--- src/rtl/key_event_encoder_pkg.sv ---
// Shared definitions for the key event encoder: key codes, per-key
// vector indices (which double as the encode priority order) and the
// default debounce length.
package key_event_encoder_pkg;

   // 20 ms of stable input at a 1 MHz system clock
   localparam int DEBOUNCE_CYCLES_DEFAULT = 20000;

   localparam int NUM_KEYS   = 5;
   localparam int KEY_CODE_W = 3;

   typedef enum logic [KEY_CODE_W-1:0] {
      KEY_NONE    = 3'd0,
      KEY_RESTART = 3'd1,
      KEY_UP      = 3'd2,
      KEY_DOWN    = 3'd3,
      KEY_LEFT    = 3'd4,
      KEY_RIGHT   = 3'd5
   } key_code_e;

   // Bit positions in the per-key vectors. Lower index means higher
   // priority when several presses land in the same cycle.
   localparam int KEY_IDX_RESTART = 0;
   localparam int KEY_IDX_UP      = 1;
   localparam int KEY_IDX_DOWN    = 2;
   localparam int KEY_IDX_LEFT    = 3;
   localparam int KEY_IDX_RIGHT   = 4;

   // Priority encode: RESTART > UP > DOWN > LEFT > RIGHT.
   function automatic key_code_e encode_press(input logic [NUM_KEYS-1:0] pulses);
      key_code_e code;
      if (pulses[KEY_IDX_RESTART])    code = KEY_RESTART;
      else if (pulses[KEY_IDX_UP])    code = KEY_UP;
      else if (pulses[KEY_IDX_DOWN])  code = KEY_DOWN;
      else if (pulses[KEY_IDX_LEFT])  code = KEY_LEFT;
      else if (pulses[KEY_IDX_RIGHT]) code = KEY_RIGHT;
      else                            code = KEY_NONE;
      return code;
   endfunction

   // True when two or more bits are set (clearing the lowest set bit
   // leaves something behind).
   function automatic logic more_than_one(input logic [NUM_KEYS-1:0] v);
      return |(v & (v - NUM_KEYS'(1)));
   endfunction

endpackage

--- src/rtl/key_event_encoder_if.sv ---
// Key event bundle: raw key levels toward the encoder, per-key press
// pulses and the encoded event back out.
interface key_event_if;
   import key_event_encoder_pkg::*;

   // raw, unsynchronized key levels (active high)
   logic KeyRESTART;
   logic Keyup;
   logic KeyDown;
   logic KeyLeft;
   logic KeyRight;

   // one-cycle press events
   logic restart_pulse;
   logic up_pulse;
   logic down_pulse;
   logic left_pulse;
   logic right_pulse;

   // encoded event
   logic                  key_valid;
   logic [KEY_CODE_W-1:0] key_code;
   logic                  key_drop;

   // keypad side: drives keys, observes events
   modport master (
      output KeyRESTART, Keyup, KeyDown, KeyLeft, KeyRight,
      input  restart_pulse, up_pulse, down_pulse, left_pulse, right_pulse,
      input  key_valid, key_code, key_drop
   );

   // encoder side
   modport slave (
      input  KeyRESTART, Keyup, KeyDown, KeyLeft, KeyRight,
      output restart_pulse, up_pulse, down_pulse, left_pulse, right_pulse,
      output key_valid, key_code, key_drop
   );
endinterface

--- src/rtl/key_event_encoder_debounce_ch.sv ---
// One key channel: two-flop synchronizer, debounce counter with a
// stable state, and a registered one-cycle pulse on a stable rising edge.
module key_debounce_ch
   import key_event_encoder_pkg::*;
#(
   parameter int DEBOUNCE_CYCLES = DEBOUNCE_CYCLES_DEFAULT
) (
   input  logic sys_clk,
   input  logic sys_rst,
   input  logic key_raw,
   output logic press_pulse
);

   // $clog2(N) bits hold N-1, the largest count we ever store
   localparam int              CNT_W   = $clog2(DEBOUNCE_CYCLES);
   localparam logic [CNT_W-1:0] CNT_MAX = CNT_W'(DEBOUNCE_CYCLES - 1);

   logic             sync_meta_reg;
   logic             sync_reg;
   logic             stable_reg;
   logic             stable_next;
   logic             stable_d_reg;
   logic [CNT_W-1:0] count_reg;
   logic [CNT_W-1:0] count_next;
   logic             pulse_reg;

   // Counter runs only while the synchronized level disagrees with the
   // stable state; any agreeing sample restarts the count from zero.
   always_comb begin
      stable_next = stable_reg;
      count_next  = count_reg;
      if (sync_reg == stable_reg) begin
         count_next = '0;
      end else if (count_reg == CNT_MAX) begin
         stable_next = sync_reg;
         count_next  = '0;
      end else begin
         count_next = count_reg + CNT_W'(1);
      end
   end

   // Synchronizer, debounce state and edge-detect pulse register.
   always_ff @(posedge sys_clk or posedge sys_rst) begin
      if (sys_rst) begin
         sync_meta_reg <= 1'b0;
         sync_reg      <= 1'b0;
         stable_reg    <= 1'b0;
         stable_d_reg  <= 1'b0;
         count_reg     <= '0;
         pulse_reg     <= 1'b0;
      end else begin
         sync_meta_reg <= key_raw;
         sync_reg      <= sync_meta_reg;
         stable_reg    <= stable_next;
         count_reg     <= count_next;
         stable_d_reg  <= stable_reg;
         // rising edge of the stable state only; releases are silent
         pulse_reg     <= stable_reg & ~stable_d_reg;
      end
   end

   assign press_pulse = pulse_reg;

endmodule

--- src/rtl/key_event_encoder.sv ---
// Five independently debounced keys feeding a priority encoder. The
// per-key pulses are registered in the channels; the encoded strobe,
// code and drop flag are decoded from them so they line up exactly.
module key_event_encoder
   import key_event_encoder_pkg::*;
#(
   parameter int DEBOUNCE_CYCLES = DEBOUNCE_CYCLES_DEFAULT
) (
   input  logic          sys_clk,
   input  logic          sys_rst,
   key_event_if.slave    bus
);

   logic [NUM_KEYS-1:0] key_raw;
   logic [NUM_KEYS-1:0] press;
   key_code_e           code;
   logic                valid;
   logic                drop;

   assign key_raw[KEY_IDX_RESTART] = bus.KeyRESTART;
   assign key_raw[KEY_IDX_UP]      = bus.Keyup;
   assign key_raw[KEY_IDX_DOWN]    = bus.KeyDown;
   assign key_raw[KEY_IDX_LEFT]    = bus.KeyLeft;
   assign key_raw[KEY_IDX_RIGHT]   = bus.KeyRight;

   genvar gi;
   generate
      for (gi = 0; gi < NUM_KEYS; gi++) begin : g_ch
         key_debounce_ch #(
            .DEBOUNCE_CYCLES (DEBOUNCE_CYCLES)
         ) u_ch (
            .sys_clk     (sys_clk),
            .sys_rst     (sys_rst),
            .key_raw     (key_raw[gi]),
            .press_pulse (press[gi])
         );
      end
   endgenerate

   // Encode the highest-priority press; flag lost simultaneous presses.
   always_comb begin
      valid = |press;
      code  = encode_press(press);
      drop  = more_than_one(press);
   end

   assign bus.restart_pulse = press[KEY_IDX_RESTART];
   assign bus.up_pulse      = press[KEY_IDX_UP];
   assign bus.down_pulse    = press[KEY_IDX_DOWN];
   assign bus.left_pulse    = press[KEY_IDX_LEFT];
   assign bus.right_pulse   = press[KEY_IDX_RIGHT];
   assign bus.key_valid     = valid;
   assign bus.key_code      = code;
   assign bus.key_drop      = drop;

endmodule

--- src/flat_wrapper.sv ---
// flat-port wrapper written by rule: the top's interface ports become plain ports
module key_event_encoder_flat import key_event_encoder_pkg::*;
#(
   parameter int DEBOUNCE_CYCLES = DEBOUNCE_CYCLES_DEFAULT
)
  (sys_clk, sys_rst, bus_KeyRESTART, bus_Keyup, bus_KeyDown, bus_KeyLeft, bus_KeyRight, bus_restart_pulse, bus_up_pulse, bus_down_pulse, bus_left_pulse, bus_right_pulse, bus_key_valid, bus_key_code, bus_key_drop);
  key_event_if bus_i ();
  input  logic sys_clk;
  input  logic sys_rst;
  input wire logic [$bits(bus_i.KeyRESTART)-1:0] bus_KeyRESTART;
  input wire logic [$bits(bus_i.Keyup)-1:0] bus_Keyup;
  input wire logic [$bits(bus_i.KeyDown)-1:0] bus_KeyDown;
  input wire logic [$bits(bus_i.KeyLeft)-1:0] bus_KeyLeft;
  input wire logic [$bits(bus_i.KeyRight)-1:0] bus_KeyRight;
  output wire logic [$bits(bus_i.restart_pulse)-1:0] bus_restart_pulse;
  output wire logic [$bits(bus_i.up_pulse)-1:0] bus_up_pulse;
  output wire logic [$bits(bus_i.down_pulse)-1:0] bus_down_pulse;
  output wire logic [$bits(bus_i.left_pulse)-1:0] bus_left_pulse;
  output wire logic [$bits(bus_i.right_pulse)-1:0] bus_right_pulse;
  output wire logic [$bits(bus_i.key_valid)-1:0] bus_key_valid;
  output wire logic [$bits(bus_i.key_code)-1:0] bus_key_code;
  output wire logic [$bits(bus_i.key_drop)-1:0] bus_key_drop;
  assign bus_i.KeyRESTART = bus_KeyRESTART;
  assign bus_i.Keyup = bus_Keyup;
  assign bus_i.KeyDown = bus_KeyDown;
  assign bus_i.KeyLeft = bus_KeyLeft;
  assign bus_i.KeyRight = bus_KeyRight;
  assign bus_restart_pulse = bus_i.restart_pulse;
  assign bus_up_pulse = bus_i.up_pulse;
  assign bus_down_pulse = bus_i.down_pulse;
  assign bus_left_pulse = bus_i.left_pulse;
  assign bus_right_pulse = bus_i.right_pulse;
  assign bus_key_valid = bus_i.key_valid;
  assign bus_key_code = bus_i.key_code;
  assign bus_key_drop = bus_i.key_drop;
  key_event_encoder #(.DEBOUNCE_CYCLES(DEBOUNCE_CYCLES)) u_core (.sys_clk(sys_clk), .sys_rst(sys_rst), .bus(bus_i));
endmodule
--- config.mk ---
export PLATFORM = sky130hd
export DESIGN_NAME = key_event_encoder_flat
export DESIGN_NICKNAME = d
export VERILOG_FILES = /design/src/rtl/key_event_encoder_pkg.sv /design/src/rtl/key_event_encoder_if.sv /design/src/rtl/key_event_encoder_debounce_ch.sv /design/src/rtl/key_event_encoder.sv /design/src/flat_wrapper.sv
export SDC_FILE = /design/constraint.sdc
export NUM_CORES = 1
export LEC_CHECK = 0
export ABC_AREA = 1
export CAP_MARGIN = 20
export CORE_UTILIZATION = 50
export CTS_BUF_LIST = sky130_fd_sc_hd__clkbuf_8
export DETAILED_ROUTE_END_ITERATION = 7
export PLACE_DENSITY = 0.7
export RECOVER_POWER = 25
export SYNTH_ARGS = -nofsm -noshare
export SYNTH_HDL_FRONTEND = slang
export SYNTH_SLANG_ARGS = --single-unit
--- constraint.sdc ---
create_clock -name sys_clk -period 2.78 [get_ports sys_clk]
set_input_delay 0.417 -clock sys_clk [delete_from_list [all_inputs] [get_ports sys_clk]]
set_output_delay 0.417 -clock sys_clk [all_outputs]
set_load 0.05 [all_outputs]
# Word level (Yosys, flattened, before mapping)
# Cells that the tools add are included.
# classes
div_mod_pow,0
n_reduce_logical,7
n_mux,15
order_cmp,0
mul,0
n_eq_ne,10
n_addsub,6
n_bitwise,16
shift,0
# ops
operator,count
$mux W15,10
$add A15 B1 Y15 const B,5
$eq A15 B15 Y1 const B,5
$mux W3,5
$not A1 Y1,10
$reduce_and A2 Y1,5
$reduce_or A5 Y1,2
$and A1 B1 Y1,5
$and A5 B5 Y5,1
$eq A1 B1 Y1,5
$sub A5 B1 Y5 const B,1
# word_totals
inputBits,7
latch_bits,0
output_inout_bits,10
mem_count,0
regBits,100
rom_bits,0
word_cells,84
ramBits,0

# Longest topological paths before layout
# logic_depth
ltp_word,5
ltp_mapped,9
ltp_nobuf,9

# Modules after synthesis
# A second synthesis with hierarchy kept.
# unflattened
hier_cells,601
hier_area_um2,5167.5
# modules_own_cells
module,cells_per_inst,area_per_inst_um2,instances
key_debounce_ch,116,1014.7,5
key_event_encoder,21,93.8,1

# Worst setup path after synthesis
# Ideal clock, no wire load.
# synth_timing
path_type,reg-to-output
from,register u_core.g_ch[4].u_ch.pulse_reg
to,output bus_key_code[0]
required_ns,2.363
arrival_ns,1.883
path_buffers,0
slack_ns,0.480
path_stages_with_launch,3
path_cell_list,dfrtp_1 > a21oi_1 > o21ai_0
# synth_between
elab_chain_cells,5
# synth_lines
element,line_no,rtl
start: declaration,key_event_encoder_debounce_ch.sv:25,logic pulse_reg;
start signal: assignment,key_event_encoder_debounce_ch.sv:58,pulse_reg <= stable_reg & ~stable_d_reg;
$mux W3,key_event_encoder_pkg.sv:36,else if (pulses[KEY_IDX_RIGHT]) code = KEY_RIGHT;
$mux W3,key_event_encoder_pkg.sv:35,else if (pulses[KEY_IDX_LEFT]) code = KEY_LEFT;
$mux W3,key_event_encoder_pkg.sv:34,else if (pulses[KEY_IDX_DOWN]) code = KEY_DOWN;
$mux W3,key_event_encoder_pkg.sv:33,else if (pulses[KEY_IDX_UP]) code = KEY_UP;
$mux W3,key_event_encoder_pkg.sv:32,if (pulses[KEY_IDX_RESTART]) code = KEY_RESTART;
end: declaration,flat_wrapper.sv:21,output wire logic [$bits(bus_i.key_code)-1:0] bus_key_code;
# Every way passes these cells.

# Worst setup path in the final report
# layout_timing
from,register u_core.g_ch[2].u_ch.pulse_reg
to,output bus_key_code[2]
# layout_between
elab_chain_cells,3
# layout_lines
element,line_no
start: declaration,key_event_encoder_debounce_ch.sv:25
start signal: assignment,key_event_encoder_debounce_ch.sv:58
$mux W3,key_event_encoder_pkg.sv:34
$mux W3,key_event_encoder_pkg.sv:33
$mux W3,key_event_encoder_pkg.sv:32
# Every way passes these cells.

==> results.txt <==
* Result of the run: finished clean
- Entering global routing, the biggest net connects 31 pins.
- Global routing used 19.8% of the available tracks across all layers.
- Clk Tree Root Cell: sky130_fd_sc_hd__clkbuf_8
* Average size of a mapped cell: 8.20 µm²
- #FFs+latches synth: 100
- Req. time, crit path: 2.36 ns
* Fmax: 402 MHz
- Max-cap violations in this run came to 0.
* Number of port buffers: 16
* Combinational Power Share: 3.7%
* Psw: 598 µW
* Routed via count: 3901
* Number of flip-flops in the largest register: 75
* Shortest period the worst path allows: 2.49 ns
* Cell type contributing the most total cell area after synthesis: sky130_fd_sc_hd__dfrtp_1
* Cell area power density: 478 nW/µm²
- Counting every instance in the synthesized netlist gives 618.
- Average via count per standard cell: 4.96
- In the final layout, the share of cells above drive strength 1 is 15.3%.
* Die Height: 103 µm
* TritonCTS clock tree: done
- During I/O placement, the number of pins put on the boundary was 17.
- Summing all non-filler instances in the final layout gives an area of 5670 µm².
- Routability-driven placement finished with a final weighted congestion of 0.859.
- PnR worst setup slack: 0.292 ns
* Final period util: 89.5%
- Post-route antenna net violation count: 0
- For this run, global-route usage on met2 was measured as 32.5%.
- Net Count, Synth: 630
- In the global route stage, met1 resource usage came out at 26.0%.
- Placeable core area: 9820 µm²
- TritonCTS Sinks: 100
- Met3 Use GR: 3.93%
- The tightest min-delay check is of the flip-flop to flip-flop type.
- Once the floorplan was initialized, standard cells occupied 51.6% of the core.
* Number of detailed-routing iterations run before antenna repair: 5
* Endpoint kind of the worst setup timing path: primary output
- Setup repair after global routing left no endpoint under its margin.
* Number of nets in the layout: 660
- Sequential elements use 49.4% of the synthesized area.
* Global route hottest layer: met2
- The placed instances occupy a cell area of 5450 µm².
- Iteration-0 DRC count of the detailed router: 152
* Final number of hold-violating endpoints: 0
- Dividing the detail-routed wire length by the instance count gives 11.6 µm.
- The final layout contains routed wiring with a total length of 9140 µm.
* Proportion of power drawn by flip-flops and latches: 55.2%
- Setup Slack @ Placement: 0.686 ns
- Unique cell type count in the Yosys netlist: 24
* Area growth syn-to-layout: 11.8%
- Cell Area, Synth: 5070 µm²
* Startpoint type of the worst setup path: flip-flop
- The final-report max-slew violation count came to 0.
- The H-tree generated during clock tree synthesis spans 3 levels.
- Antenna cells: 0
- After clock tree synthesis, the repair step resized 0 gates.
- Transition time at the pin with the least slew margin: 1.27 ns
* Antenna violations before repair: 0
* Arrival time of data at the critical path endpoint: 2.07 ns
- Post-synth top area share: 49.4%
* Die width: 103 µm
* Internal power: 2.11 mW
- Die area: 10500 µm²
- Via count of the first global-routing pass: 3832
* Overflow after GRT: 0
* Max-slew headroom: 15.2%
* Worst IR Drop VDD: 0.230 mV
- By area the synthesized netlist is led by sky130_fd_sc_hd__dfrtp_1 49%, sky130_fd_sc_hd__nor2_1 11%, sky130_fd_sc_hd__nand2_1 8.2%.
- The number of clock buffers added by TritonCTS is 9.
- Per report_power, the clock group accounts for 41.0% of the total.
- Highest-count cells in the layout ignoring fill and taps: 145 x sky130_fd_sc_hd__nor2_1, 111 x sky130_fd_sc_hd__nand2_1, 100 x sky130_fd_sc_hd__dfrtp_1
- The clock arrives with 0.00951 ns of skew.
- The clock reaches the later pin of the worst-skew pair after 0.36 ns.
* Leading cell type in the layout, fill and taps excluded: sky130_fd_sc_hd__nor2_1
* Number of endpoints failing setup at the final stage: 0
* Maximum buffer depth of the clock tree: 2
* Yosys warning count: 0
- The critical path is of the flip-flop to primary output type.
- After routing, the total negative slack on setup checks comes to 0 ns.
- Along the worst path, the maximum fanout reaches 4.
* Clk pin slew, worst setup/hold paths: 0.10 ns
- Net switching is 22.1% of the power.
- Leakage power total: 2.44 nW
- The number of hold buffers added after CTS was 0.
* Detailed placement HPWL: 6930 µm
- After floorplanning, the core was divided into 36 placement rows.
* Global-route wire length before repair: 16300 µm
- Post-CTS timing repair inserted 0 buffers for setup.
* Number of design rule violations left after detail routing: 0
path summary, 6_finish.rpt:
kind	cells past startpoint	slack [ns]	start	endpoint
max	4	0.29	u_core.g_ch[2].u_ch.press_pulse$_DFF_PP0_	bus_key_code[2]
min	0	0.35	u_core.g_ch[1].u_ch.sync_meta_reg$_DFF_PP0_	u_core.g_ch[1].u_ch.sync_reg$_DFF_PP0_
max reg2reg	8	1.37	u_core.g_ch[3].u_ch.count_reg[0]$_DFF_PP0_	u_core.g_ch[3].u_ch.count_reg[14]$_DFF_PP0_
min reg2reg	0	0.35	u_core.g_ch[1].u_ch.sync_meta_reg$_DFF_PP0_	u_core.g_ch[1].u_ch.sync_reg$_DFF_PP0_
max in group asynchronous	3	0.79	sys_rst	u_core.g_ch[4].u_ch.count_reg[6]$_DFF_PP0_
min in group asynchronous	2	0.76	sys_rst	u_core.g_ch[2].u_ch.count_reg[11]$_DFF_PP0_
power groups by stage:
stage | Sequential [mW] | Combinational, mW | Clock [mW]
floorplan | 1.52 | 0.0721 | 0
global placement | 1.52 | 0.107 | 0
detailed placement | 1.53 | 0.111 | 0
CTS | 1.50 | 0.111 | 1.14
global route | 1.50 | 0.118 | 1.20
finish | 1.50 | 0.102 | 1.11
metal layers:
metal  vias to the layer above  part of all wire [%]
met3                        14                   3.2
met1                      1839                    48
met2                        58                    47
met5                         -                     0
met4                         0                   1.6
li1                       1990                     -
worst max-delay path: stages, from the launching register on:
cell and delay [ns]:
sky130_fd_sc_hd__dfrtp_1 0.42, sky130_fd_sc_hd__nor2_1 0.25, sky130_fd_sc_hd__nand2_1 0.11, sky130_fd_sc_hd__nor2_1 0.11
sky130_fd_sc_hd__clkdlybuf4s50_1 0.82
through the flow:
step | std cells | total power, mW | utilization, % | hold slack [ns]
3_3_place_gp | 770 | 1.63 | 55.5 | 0.331
5_1_grt | 786 | 2.82 | 57.7 | 0.354
3_5_place_dp | 770 | 1.64 | 55.5 | 0.338
6_report | 786 | 2.71 | 57.7 | 0.351
4_1_cts | 786 | 2.75 | 58.0 | 0.358
2_1_floorplan | 618 | 1.59 | - | 0.331
synth_stat cells:
library cell               instances
sky130_fd_sc_hd__o21bai_2          9
sky130_fd_sc_hd__nand2_1         111
sky130_fd_sc_hd__nand3_1          42
sky130_fd_sc_hd__a21oi_1          14
sky130_fd_sc_hd__xor2_1           15
sky130_fd_sc_hd__ha_1              5
sky130_fd_sc_hd__xor2_2            5
sky130_fd_sc_hd__nand2_2          21
sky130_fd_sc_hd__o21ai_1           5
sky130_fd_sc_hd__o21bai_1          2
sky130_fd_sc_hd__inv_1            61
sky130_fd_sc_hd__nand3_2           1
sky130_fd_sc_hd__inv_2            10
sky130_fd_sc_hd__o211ai_1          1
sky130_fd_sc_hd__nand2_4           7
sky130_fd_sc_hd__nor2_2           22
sky130_fd_sc_hd__xnor2_1           5
sky130_fd_sc_hd__nor3_2            5
sky130_fd_sc_hd__nor2_1          145
sky130_fd_sc_hd__nor2_4            1
sky130_fd_sc_hd__nor3_1            5
sky130_fd_sc_hd__dfrtp_1         100
sky130_fd_sc_hd__nand4_1          14
sky130_fd_sc_hd__o21ai_0          12
cell type report:
class / instances / area, µm²
Sequential cell: 100 / 2500
Clock buffer: 9 / 124
Multi-Input combinational cell: 447 / 2290
Clock inverter: 7 / 120
Tap cell: 133 / 166
Timing Repair Buffer: 19 / 193
Inverter: 71 / 268
Fill cell: 923 / 4150
cells by family after synthesis:
logic type / after synthesis / share of synthesized area, %
xor gates and xnor gates: 25 / 5.06
DFF: 100 / 49.4
buffers and inverters: 71 / 5.26
AOI/OAI and AO/OA: 43 / 5.50
adders and majority gates: 5 / 1.23
and+or+nand+nor: 374 / 33.6
Note: power is estimated with default switching activity, not from simulation.
